**src/rtl/ifft_pkg.sv**
```systemverilog
// Shared types for the 8-point IFFT twiddle address sequencer.
// Holds FSM state encoding, transform size and twiddle group geometry.
package ifft_pkg;

  localparam int N          = 8;
  localparam int LOG2N      = 3;
  localparam int GRP_ENTRIES = 4;
  localparam int GRP_SHIFT  = 2;
  localparam int ADDR_W     = 5;
  localparam int LAST_STAGE = LOG2N - 1;
  localparam int BF_PER_STG = N / 2;

  typedef logic [LOG2N-1:0]  idx_t;
  typedef logic [ADDR_W-1:0] addr_t;
  typedef logic [1:0]        stg_t;
  typedef logic [1:0]        bfly_t;
  typedef logic [2:0]        grp_t;

  typedef enum logic [2:0] {
    ST_IDLE,
    ST_RUN,
    ST_GAP,
    ST_DRAIN,
    ST_DONE
  } state_t;

endpackage

```
**src/rtl/bf_index_calc.sv**
```systemverilog
// Combinational butterfly index and twiddle address for one (stage, bfly).
// Ports: i_s stage, i_b butterfly, i_grp group -> o_addr, o_idx_a, o_idx_b.
module bf_index_calc
  import ifft_pkg::*;
(
  input  logic [1:0] i_s,
  input  logic [1:0] i_b,
  input  logic [2:0] i_grp,
  output logic [4:0] o_addr,
  output logic [2:0] o_idx_a,
  output logic [2:0] o_idx_b
);

  logic [1:0] w_k;
  logic [2:0] w_a;
  logic [2:0] w_span;

  // k = (b mod 2^s) << (2-s); idx_a = (b>>s)*2^(s+1) + (b mod 2^s)
  always_comb begin
    w_k    = '0;
    w_a    = '0;
    w_span = 3'd1;
    unique case (1'b1)
      (i_s == 2'd0): begin
        w_k    = 2'd0;
        w_a    = {i_b, 1'b0};
        w_span = 3'd1;
      end
      (i_s == 2'd1): begin
        w_k    = {i_b[0], 1'b0};
        w_a    = {i_b[1], 1'b0, i_b[0]};
        w_span = 3'd2;
      end
      (i_s == 2'd2): begin
        w_k    = i_b;
        w_a    = {1'b0, i_b};
        w_span = 3'd4;
      end
      default: begin
        w_k    = '0;
        w_a    = '0;
        w_span = 3'd1;
      end
    endcase
  end

  // k < 4, so grp*4 + k is a plain concatenation
  assign o_addr  = {i_grp, w_k};
  assign o_idx_a = w_a;
  assign o_idx_b = w_a + w_span;

endmodule

```
**src/rtl/twiddle_addr_seq.sv**
```systemverilog
// Twiddle ROM address / butterfly index sequencer for one 8-point frame.
// In: clk, rst, start, grp_sel, bf_ready. Out: rom_addr, rom_en, tw_valid,
// idx_a, idx_b, stage, busy, done, err.
module twiddle_addr_seq
  import ifft_pkg::*;
#(
  parameter int STAGE_GAP  = 2,
  parameter int NUM_GROUPS = 7
) (
  input  logic       clk,
  input  logic       rst,
  input  logic       start,
  input  logic [2:0] grp_sel,
  input  logic       bf_ready,
  output logic [4:0] rom_addr,
  output logic       rom_en,
  output logic       tw_valid,
  output logic [2:0] idx_a,
  output logic [2:0] idx_b,
  output logic [1:0] stage,
  output logic       busy,
  output logic       done,
  output logic       err
);

  localparam logic [3:0] LP_NGRP = 4'(NUM_GROUPS);
  localparam logic [3:0] LP_GAP  = 4'(STAGE_GAP);
  localparam logic [1:0] LP_LAST = 2'(LAST_STAGE);
  localparam logic [1:0] LP_BMAX = 2'(BF_PER_STG - 1);

  state_t     r_state;
  logic [1:0] r_s;
  logic [1:0] r_b;
  logic [2:0] r_grp;
  logic [3:0] r_gap_cnt;
  logic [4:0] r_addr_last;
  logic       r_tw_valid;
  logic [2:0] r_idx_a;
  logic [2:0] r_idx_b;
  logic [1:0] r_stage;
  logic       r_err;

  logic       w_issue;
  logic [4:0] w_addr;
  logic [2:0] w_idx_a;
  logic [2:0] w_idx_b;
  logic       w_grp_ok;

  bf_index_calc u_calc (
    .i_s     (r_s),
    .i_b     (r_b),
    .i_grp   (r_grp),
    .o_addr  (w_addr),
    .o_idx_a (w_idx_a),
    .o_idx_b (w_idx_b)
  );

  // Issue depends on this cycle's bf_ready, so it cannot be registered
  assign w_issue  = (r_state == ST_RUN) && bf_ready;
  assign w_grp_ok = ({1'b0, grp_sel} < LP_NGRP);

  assign rom_en   = w_issue;
  assign rom_addr = w_issue ? w_addr : r_addr_last;
  assign tw_valid = r_tw_valid;
  assign idx_a    = r_idx_a;
  assign idx_b    = r_idx_b;
  assign stage    = r_stage;
  assign busy     = (r_state != ST_IDLE);
  assign done     = (r_state == ST_DONE);
  assign err      = r_err;

  always_ff @(posedge clk or posedge rst) begin
    if (rst) begin
      r_state     <= ST_IDLE;
      r_s         <= '0;
      r_b         <= '0;
      r_grp       <= '0;
      r_gap_cnt   <= '0;
      r_addr_last <= '0;
      r_tw_valid  <= 1'b0;
      r_idx_a     <= '0;
      r_idx_b     <= '0;
      r_stage     <= '0;
      r_err       <= 1'b0;
    end else begin
      r_err      <= 1'b0;
      r_tw_valid <= w_issue;

      // Pipeline copy models the one-cycle synchronous ROM read
      if (w_issue) begin
        r_addr_last <= w_addr;
        r_idx_a     <= w_idx_a;
        r_idx_b     <= w_idx_b;
        r_stage     <= r_s;
      end

      unique case (r_state)
        ST_IDLE: begin
          if (start) begin
            if (w_grp_ok) begin
              r_grp   <= grp_sel;
              r_s     <= '0;
              r_b     <= '0;
              r_state <= ST_RUN;
            end else begin
              r_err <= 1'b1;
            end
          end
        end

        ST_RUN: begin
          if (bf_ready) begin
            if (r_b == LP_BMAX) begin
              r_b <= '0;
              if (r_s == LP_LAST) begin
                r_state <= ST_DRAIN;
              end else if (LP_GAP == 4'd0) begin
                r_s <= r_s + 2'd1;
              end else begin
                r_gap_cnt <= LP_GAP - 4'd1;
                r_state   <= ST_GAP;
              end
            end else begin
              r_b <= r_b + 2'd1;
            end
          end
        end

        ST_GAP: begin
          if (r_gap_cnt == 4'd0) begin
            r_s     <= r_s + 2'd1;
            r_state <= ST_RUN;
          end else begin
            r_gap_cnt <= r_gap_cnt - 4'd1;
          end
        end

        ST_DRAIN: begin
          r_state <= ST_DONE;
        end

        ST_DONE: begin
          r_state <= ST_IDLE;
        end

        default: begin
          r_state <= ST_IDLE;
        end
      endcase
    end
  end

endmodule

```
**config.mk**
```make
export PLATFORM = sky130hd
export DESIGN_NAME = twiddle_addr_seq
export DESIGN_NICKNAME = d
export VERILOG_FILES = /design/src/rtl/ifft_pkg.sv /design/src/rtl/bf_index_calc.sv /design/src/rtl/twiddle_addr_seq.sv
export SDC_FILE = /design/constraint.sdc
export NUM_CORES = 1
export LEC_CHECK = 0
export ABC_CLOCK_PERIOD_IN_PS = 2140
export CAP_MARGIN = 10
export CORE_AREA = 4 4 73 48
export DETAILED_ROUTE_END_ITERATION = 12
export DIE_AREA = 0 0 77 52
export HOLD_SLACK_MARGIN = 0.03
export PLACE_DENSITY = 0.79
export SLEW_MARGIN = 10
export SYNTH_ARGS = -nofsm -noshare
export SYNTH_HDL_FRONTEND = slang
export SYNTH_SLANG_ARGS = --single-unit
```
**constraint.sdc**
```tcl
create_clock -name clk -period 2.14 [get_ports clk]
set_input_delay 0.428 -clock clk [delete_from_list [all_inputs] [get_ports clk]]
set_output_delay 0.428 -clock clk [all_outputs]
set_load 0.01 [all_outputs]
```
==> summary.txt, run 1 <==
RSZ-0062 raised after global routing - false
Drt via density - 5.29
R2R setup slack - 0.10 ns
Mux cell area share after synthesis - 6.29%
Post-Syn Area - 0.00141 mm²
Ant. Diodes - 0
Slew @ Worst Pin - 0.513 ns
Slowest CP cell - fa_1
First-pass GRT wire length - 5.43 mm
Sequential fraction of the synthesis area - 51.4%
Met3 Wirelength - 139 µm
Synthesized area per cell - 10.6 µm²
RR Startpoint - r_s[1]
Die Y - 52 µm
Post-Synth Adder-Cell Area - 8.51%
WS Path Type - reg2reg
Switch Pwr - 0.000757 W
Synth unique cells - 35
Sequential group share of total power - 37.2%
Peak supply drop - 891 µV
Tot Pwr - 0.00226 W
Switching fraction of total power - 33.6%
Core ar. - 0.00280 mm²
Power density of the placed cells - 1180 mW/mm²
Crit path required time - 2.32 ns
WL/cell - 14.6 µm
H-tree depth - 2
Metal2 WL - 1.50 mm
HPWL reported at the end of detailed placement - 2.34 mm
Hold path endpoint - stage[1]
Endpoints failing setup - 0
Int Power - 0.00150 W
Largest family of logic cells by synthesized area - simple AND/OR/NAND/NOR gates
Post-CTS Setup Bufs - 0
Met1 wire length - 1.40 mm
Fin crit period - 2.04 ns
RePlAce Congestion - 0.817
Sink Count - 29
Post-route cell area - 0.00191 mm²
Worst Reg-to-Reg Cells - 7
Most used cell, CP - ha_1
Total GRT Usage - 17.6%
Total wire length - 3.06 mm
Die Wd - 77 µm
Worst min path class - reg2reg
Min Hold Slack - 0.474 ns
Max Freq - 0.491 GHz
Mapped Cells - 133
Clock root cell - clkbuf_8
Final Cycle Share - 95.2%
Area Growth Syn to Fin - 35.5%
# port buffers - 24
TritonCTS clock tree - built
Cell Rows - 15
Die area - 0.00400 mm²
Worst setup EP type - flop
Post-synthesis simple-gate area fraction - 18.1%
YS warnings - 0
Post-synthesis compound-gate area fraction - 11.6%
Cts bufs inserted - 5
Final core utilization - 68.4%
Synth Area in XOR/XNOR - 0%
Worst-path fanout max - 5
DRT iter0 DRCs - 55
Setup_tns - 0 ns
TritonRoute pass-1 iters - 4
Initial antenna violation count - 0
Share of layout cells above drive strength 1 - 22.7%
Critical R2R Capture - idx_b[2]
Hold Path Cell Cnt - 2
Starting Density - 50.5%
Final hold violations - 0
Critical Path AT - 2.21 ns
# DRC - 0
Worst stage delay on the critical path - 0.41 ns
Max-cap viol count - 0
Final net count - 191
Clock power frac - 21.5%
Clock Skew - 0.00569 ns
Share of the synthesized area in the top cell type - 51.4%
Leakage power - 0.923 nW
Seq cells post-synth - 29
Worst-Skew Late Latency - 0.27 ns
Hold path start - stage[1]
Congestion Overflow GR - 0
Status - finished clean
Placed cell area - 0.00179 mm²
Post-route ant nets - 0
Synth area leaders - dfrtp_1, ha_1, nand2_1, mux2_2, inv_1
Syn Nets - 149
Final Slew Violations - 0
Number of global-route vias before repair - 1156
Vias - 1110
Startpoint Class - flop
Largest net degree at the start of global routing - 30
Slew headroom - 65.7%
Cell Chain, Critical Path - buf_4, ha_1, o211a_1, ha_1, fa_1, o21a_1, o31ai_1
Number of placed I/O pins - 25
Leading area contributor after synthesis - dfrtp_1
Combinational share of power - 41.3%
Highest Signal Layer - met4
Clock transition at the registers of the reported paths - 0.06 ns
Clk buf depth - 2
## state kept, by name (all words and copies together), names as in the netlist
register     cells
r_s              2
r_b              2
r_grp            3
idx_a            3
tw_valid         1
stage            2
r_addr_last      5
r_state          3
r_gap_cnt        4
err              1
idx_b            3
## area by class of cell
class	instances	area (µm²)
Multi-Input combinational cell	89	654
Fill cell	206	883
Tap cell	34	42.5
Clock inverter	1	5.00
Sequential cell	29	726
Timing Repair Buffer	39	348
Inverter	11	41.3
Clock buffer	7	96.3
## worst max-delay path: cells and delay by family (launching register included)
family	cells	cell delay, ns
adder cells (fa/ha/maj)	3	0.85
AO/OA/AOI/OAI	3	0.55
flip-flops	1	0.38
buffers and inverters	1	0.16
## worst max path at each step
stage | start | to | slack [ns] | cells past startpoint
CTS | r_s[1] | rom_addr[1] | 0.001 | 5
global route | r_state[2] | rom_addr[2] | 0.004 | 6
global placement | bf_ready | rom_addr[3] | -0.40 | 7
floorplan | r_s[0] | idx_b[2] | 0.23 | 7
detailed placement | bf_ready | rom_addr[1] | -0.44 | 4
finish | r_s[1] | idx_b[2] | 0.10 | 7
## power by group through the flow
stage	Combinational (W)	Sequential (W)	Clock, W
after floorplan	0.000467	0.000851	0
after global placement	0.000897	0.000827	0
after global routing	0.00103	0.000859	0.000522
final	0.000932	0.000839	0.000485
after detailed placement	0.000939	0.000840	0
after CTS	0.000937	0.000838	0.000497
## cells by family (layout without fill, tap and decap cells)
logic type                 count (synthesis)  in the layout
AOI/OAI and AO/OA                         22             22
adders and majority gates                  9              9
buffers and inverters                     15             58
DFF                                       29             29
muxes                                      8              8
and+or+nand+nor                           50             50
## through the flow
| stage | cells | setup WS (ns) |
|---|---|---|
| 3_3_place_gp | 202 | -0.403 |
| 3_5_place_dp | 202 | -0.440 |
| 2_1_floorplan | 133 | 0.227 |
| 6_report | 210 | 0.102 |
| 5_1_grt | 210 | 0.00426 |
| 4_1_cts | 210 | 0.00128 |
## per-layer routing
layer,vias to the layer above,global-route usage (%)
li1,547,-
met5,-,0
met4,0,3.55
met3,4,5.88
met1,531,21.6
met2,28,30.6
## repair_timing
item,in CTS,in global routing
hold buffers,0,0
endpoints found under the hold margin,0,0
gates cloned,0,0
gates resized for setup,13,5
setup endpoints to repair,6,4
## placed cells by master (no fill, tap or decap), types with 3 or more instances in the layout
| cell type | instances |
|---|---|
| nand3_1 | 3 |
| dlygate4sd2_1 | 3 |
| clkdlybuf4s50_1 | 16 |
| a22oi_1 | 3 |
| o21ai_0 | 3 |
| nand2_1 | 23 |
| ha_1 | 8 |
| clkbuf_8 | 7 |
| nor3b_1 | 3 |
| buf_4 | 15 |
| nor2b_1 | 3 |
| dfrtp_1 | 29 |
| mux2_2 | 7 |
| inv_1 | 10 |
| o211ai_1 | 5 |
| nor2_1 | 5 |
## cell usage after synthesis
cell       instances
a21o_1             1
a22o_1             1
a22oi_1            3
a2bb2oi_1          1
a31o_2             2
and2_1             1
and3b_2            1
clkbuf_1           3
clkbuf_2           1
dfrtp_1           29
fa_1               1
ha_1               8
inv_1             10
inv_2              1
mux2_2             7
mux2i_1            1
nand2_1           23
nand2b_1           1
nand3_1            3
nand4_1            1
nand4bb_1          1
nor2_1             5
nor2b_1            3
nor3_1             3
nor3b_1            3
nor4b_1            1
o211a_1            1
o211ai_1           5
o21a_1             1
o21ai_0            4
o311ai_0           1
o31ai_1            2
or3_1              2
or3b_1             1
or3b_2             1
No activity file was read; power rests on OpenSTA's default activity.
==> run 2, diff against run 1 <==
--- a/config.mk
+++ b/config.mk
@@ -8,9 +8,9 @@
 export ABC_CLOCK_PERIOD_IN_PS = 2140
 export CAP_MARGIN = 10
 export CORE_AREA = 4 4 73 48
+export CTS_CLUSTER_DIAMETER = 40
 export DETAILED_ROUTE_END_ITERATION = 12
 export DIE_AREA = 0 0 77 52
-export HOLD_SLACK_MARGIN = 0.03
 export PLACE_DENSITY = 0.79
 export SLEW_MARGIN = 10
 export SYNTH_ARGS = -nofsm -noshare
==> results of run 2 <==
Final layout, timing and power as in run 1 (identical DEF).
==> run 3, diff against run 2 <==
--- a/config.mk
+++ b/config.mk
@@ -7,12 +7,14 @@
 export LEC_CHECK = 0
 export ABC_CLOCK_PERIOD_IN_PS = 2140
 export CAP_MARGIN = 10
-export CORE_AREA = 4 4 73 48
+export CORE_AREA = 4 4 76 50
 export CTS_CLUSTER_DIAMETER = 40
 export DETAILED_ROUTE_END_ITERATION = 12
-export DIE_AREA = 0 0 77 52
-export PLACE_DENSITY = 0.79
+export DIE_AREA = 0 0 80 54
+export PLACE_DENSITY = 0.78
 export SLEW_MARGIN = 10
 export SYNTH_ARGS = -nofsm -noshare
 export SYNTH_HDL_FRONTEND = slang
+export SYNTH_HIERARCHICAL = 1
 export SYNTH_SLANG_ARGS = --single-unit
+export TNS_END_PERCENT = 30
==> run 3 against run 2 <==
- clock power increased by 4.5%
- design area grew 4.0%
- fmax fell by 3.7%
- worst setup slack lost 0.078 ns
- non-clock buffer count did not move
- critical path depth fell by 2
- die area increased by 7.9%
- utilization shrank 4.7 points
- clock-buffer cell count unchanged
- clock skew fell by 0.0021 ns
- register-to-register slack lost 0.04 ns
- final cell count is 2.4% higher
==> summary.txt, run 3 <==
DRT iter0 DRCs - 74
Biggest register - r_addr_last
Ant. Diodes - 0
Starting Density - 49.3%
Share of the synthesized area in the top cell type - 47.1%
Setup WS post-layout - 0.0241 ns
Switching fraction of total power - 33.1%
Total GRT Usage - 16.1%
Die Y - 54 µm
Drt via density - 5.28
Worst-Skew Late Latency - 0.29 ns
Clk buf depth - 2
# DRC - 0
HPWL reported at the end of detailed placement - 2.07 mm
Largest net degree at the start of global routing - 30
Post-place setup slack - -0.494 ns
Clock transition at the registers of the reported paths - 0.06 ns
Min Hold Slack - 0.485 ns
Most used flip-flop cell after synthesis - dfrtp_1
Final hold violations - 0
Max Freq - 0.473 GHz
Fillers - 237
YS warnings - 6
TritonRoute pass-1 iters - 4
Congestion Overflow GR - 0
Worst setup EP type - output pin
Startpoint Class - flop
Initial antenna violation count - 0
Cell Chain, Critical Path - inv_2, ha_1, and3_1, mux2_2, buf_2
Critical Path AT - 1.69 ns
Worst stage delay on the critical path - 0.40 ns
Slowest CP cell - dfrtp_1
Status - finished clean
Commonest non-fill, non-tap cell in the layout - dfrtp_1
First-pass GRT wire length - 5.05 mm
H-tree depth - 2
Leading area contributor after synthesis - dfrtp_1
Leakage power - 0.935 nW
Most frequent cells in the layout - dfrtp_1, clkdlybuf4s50_1, buf_4
Mapped Cells - 129
Most frequent cell after synthesis - dfrtp_1
Sink Count - 29
WL/cell - 14.5 µm
Crit path required time - 1.71 ns
Area Growth Syn to Fin - 29.2%
Power density of the placed cells - 1180 mW/mm²
Clock power frac - 21.6%
Worst Reg-to-Reg Cells - 6
Die Wd - 80 µm
Clock Skew - 0.00361 ns
Endpoints failing setup - 0
Worst-path fanout max - 4
Sequential group share of total power - 35.9%
Post-route ant nets - 0
Fin crit period - 2.12 ns
Family with the most delay on the worst path - flip-flops
Cts bufs inserted - 5
Hold Path Cell Cnt - 1
EDFF count, synth - 0
Vias - 1135
RePlAce Congestion - 0.849
Switch Pwr - 0.000775 W
Core ar. - 0.00312 mm²
Worst min path class - reg2reg
Syn Nets - 146
FFs w/ async S/R, synth - 100%
Total wire length - 3.12 mm
Synthesized area per cell - 11.9 µm²
Peak supply drop - 635 µV
WS Path Type - reg2out
Final Slew Violations - 0
Synth area leaders - dfrtp_1, ha_1, mux2_2, mux2_1, mux2_4
Seq cells post-synth - 29
Cell Rows - 16
Number of placed I/O pins - 25
RSZ-0062 raised after global routing - true
Slew @ Worst Pin - 0.706 ns
Sequential fraction of the synthesis area - 47.1%
Largest registers - r_addr_last x5, r_gap_cnt x4
# port buffers - 24
Slew headroom - 52.9%
Stages on worst setup path - 5
Number of global-route vias before repair - 1078
Synth unique cells - 39
Final Cycle Share - 98.9%
Final core utilization - 63.7%
Die area - 0.00432 mm²
Final net count - 186
Combinational share of power - 42.5%
Share of layout cells above drive strength 1 - 31.2%
Clock root cell - clkbuf_8
TritonCTS clock tree - built
Max-cap viol count - 0
Worst Path Buf+Inv - 2
Post-Syn Area - 0.00154 mm²
Max reg flops - 5
Hold buffers post-CTS - 0
Most frequent cells after synthesis - dfrtp_1, mux2_2, ha_1
Int Power - 0.00157 W
Setup_tns - 0 ns
-- run 3: cell types whose count changed in the layout (fill, tap and decap cells not counted), sizes merged, moves of 3 or more --
cell,previous run,this run
o211ai,5,0
and3,0,3
o21ai,4,7
nor2b,3,0
clkdlybuf4s15,3,0
inv,11,8
nor2,5,8
buf,15,20
mux2,7,17
a21oi,0,3
nand2,23,8
-- run 3: worst paths after layout --
| check | slack (ns) | start | end |
|---|---|---|---|
| setup / recovery | 0.02 | r_s[1] | rom_addr[0] |
| max in group asynchronous | 1.35 | rst | r_addr_last[0] |
| setup reg to reg | 0.06 | r_s[0] | idx_b[1] |
| min in group asynchronous | 0.52 | rst | r_gap_cnt[1] |
| hold reg to reg | 0.48 | stage[1] | stage[1] |
| hold / removal | 0.48 | stage[1] | stage[1] |
-- run 3: power groups by stage --
stage	Sequential, W	Combinational (W)	Clock, W
final	0.000840	0.000994	0.000507
after CTS	0.000840	0.000984	0.000519
after global routing	0.000865	0.00108	0.000545
after global placement	0.000835	0.000938	0
after floorplan	0.000866	0.000606	0
after detailed placement	0.000841	0.000969	0
-- run 3: final cells by class --
class	instances	area (µm²)	area share, %
multi-input combinational	86	744	37.4
inverter	8	30.0	1.51
timing repair buffer	39	332	16.7
tap	45	56.3	2.83
clock buffer	7	96.3	4.84
sequential	29	726	36.5
clock inverter	1	5.00	0.252
-- run 3: worst reg2reg max path: cells and delay by family (launching register included) --
kind | cells | cell delay (ns)
adder cells (fa/ha/maj) | 3 | 0.85
buffers and inverters | 1 | 0.16
flip-flops | 1 | 0.38
multiplexers | 1 | 0.26
AND/OR/NAND/NOR | 1 | 0.30
-- run 3: cells by family (layout without fill, tap and decap cells) --
| family | after synthesis | count (layout) | synth area share (%) |
|---|---|---|---|
| simple gates | 38 | 39 | 15.8 |
| flops | 29 | 29 | 47.1 |
| mux | 19 | 19 | 14.5 |
| compound gates | 17 | 17 | 7.56 |
| buf+inv | 15 | 55 | 5.93 |
| fa+ha+maj | 10 | 10 | 8.61 |
| xor+xnor | 1 | 1 | 0.569 |
-- run 3: timing repair --
action | 4_1_cts | 5_1_grt
gates resized for setup | 25 | 4
setup endpoints to repair | 7 | 5
gates cloned | 1 | 0
setup buffers | 4 | 1
pin swaps | 2 | 1
-- run 3: stage by stage --
step	instance area, µm²	cells	total power [W]
6_report	1990	215	0.00234
5_1_grt	1990	215	0.00250
4_1_cts	1980	214	0.00234
3_5_place_dp	1850	201	0.00181
3_3_place_gp	1850	201	0.00177
2_1_floorplan	1540	129	0.00147
-- run 3: layer usage --
| layer | track usage [%] | wire (µm) | vias to the layer above |
|---|---|---|---|
| met5 | 0 | 0 | - |
| met2 | 25.0 | 1370 | 47 |
| met3 | 6.52 | 235 | 6 |
| met4 | 5.06 | 37 | 0 |
| li1 | - | - | 537 |
| met1 | 20.8 | 1480 | 545 |
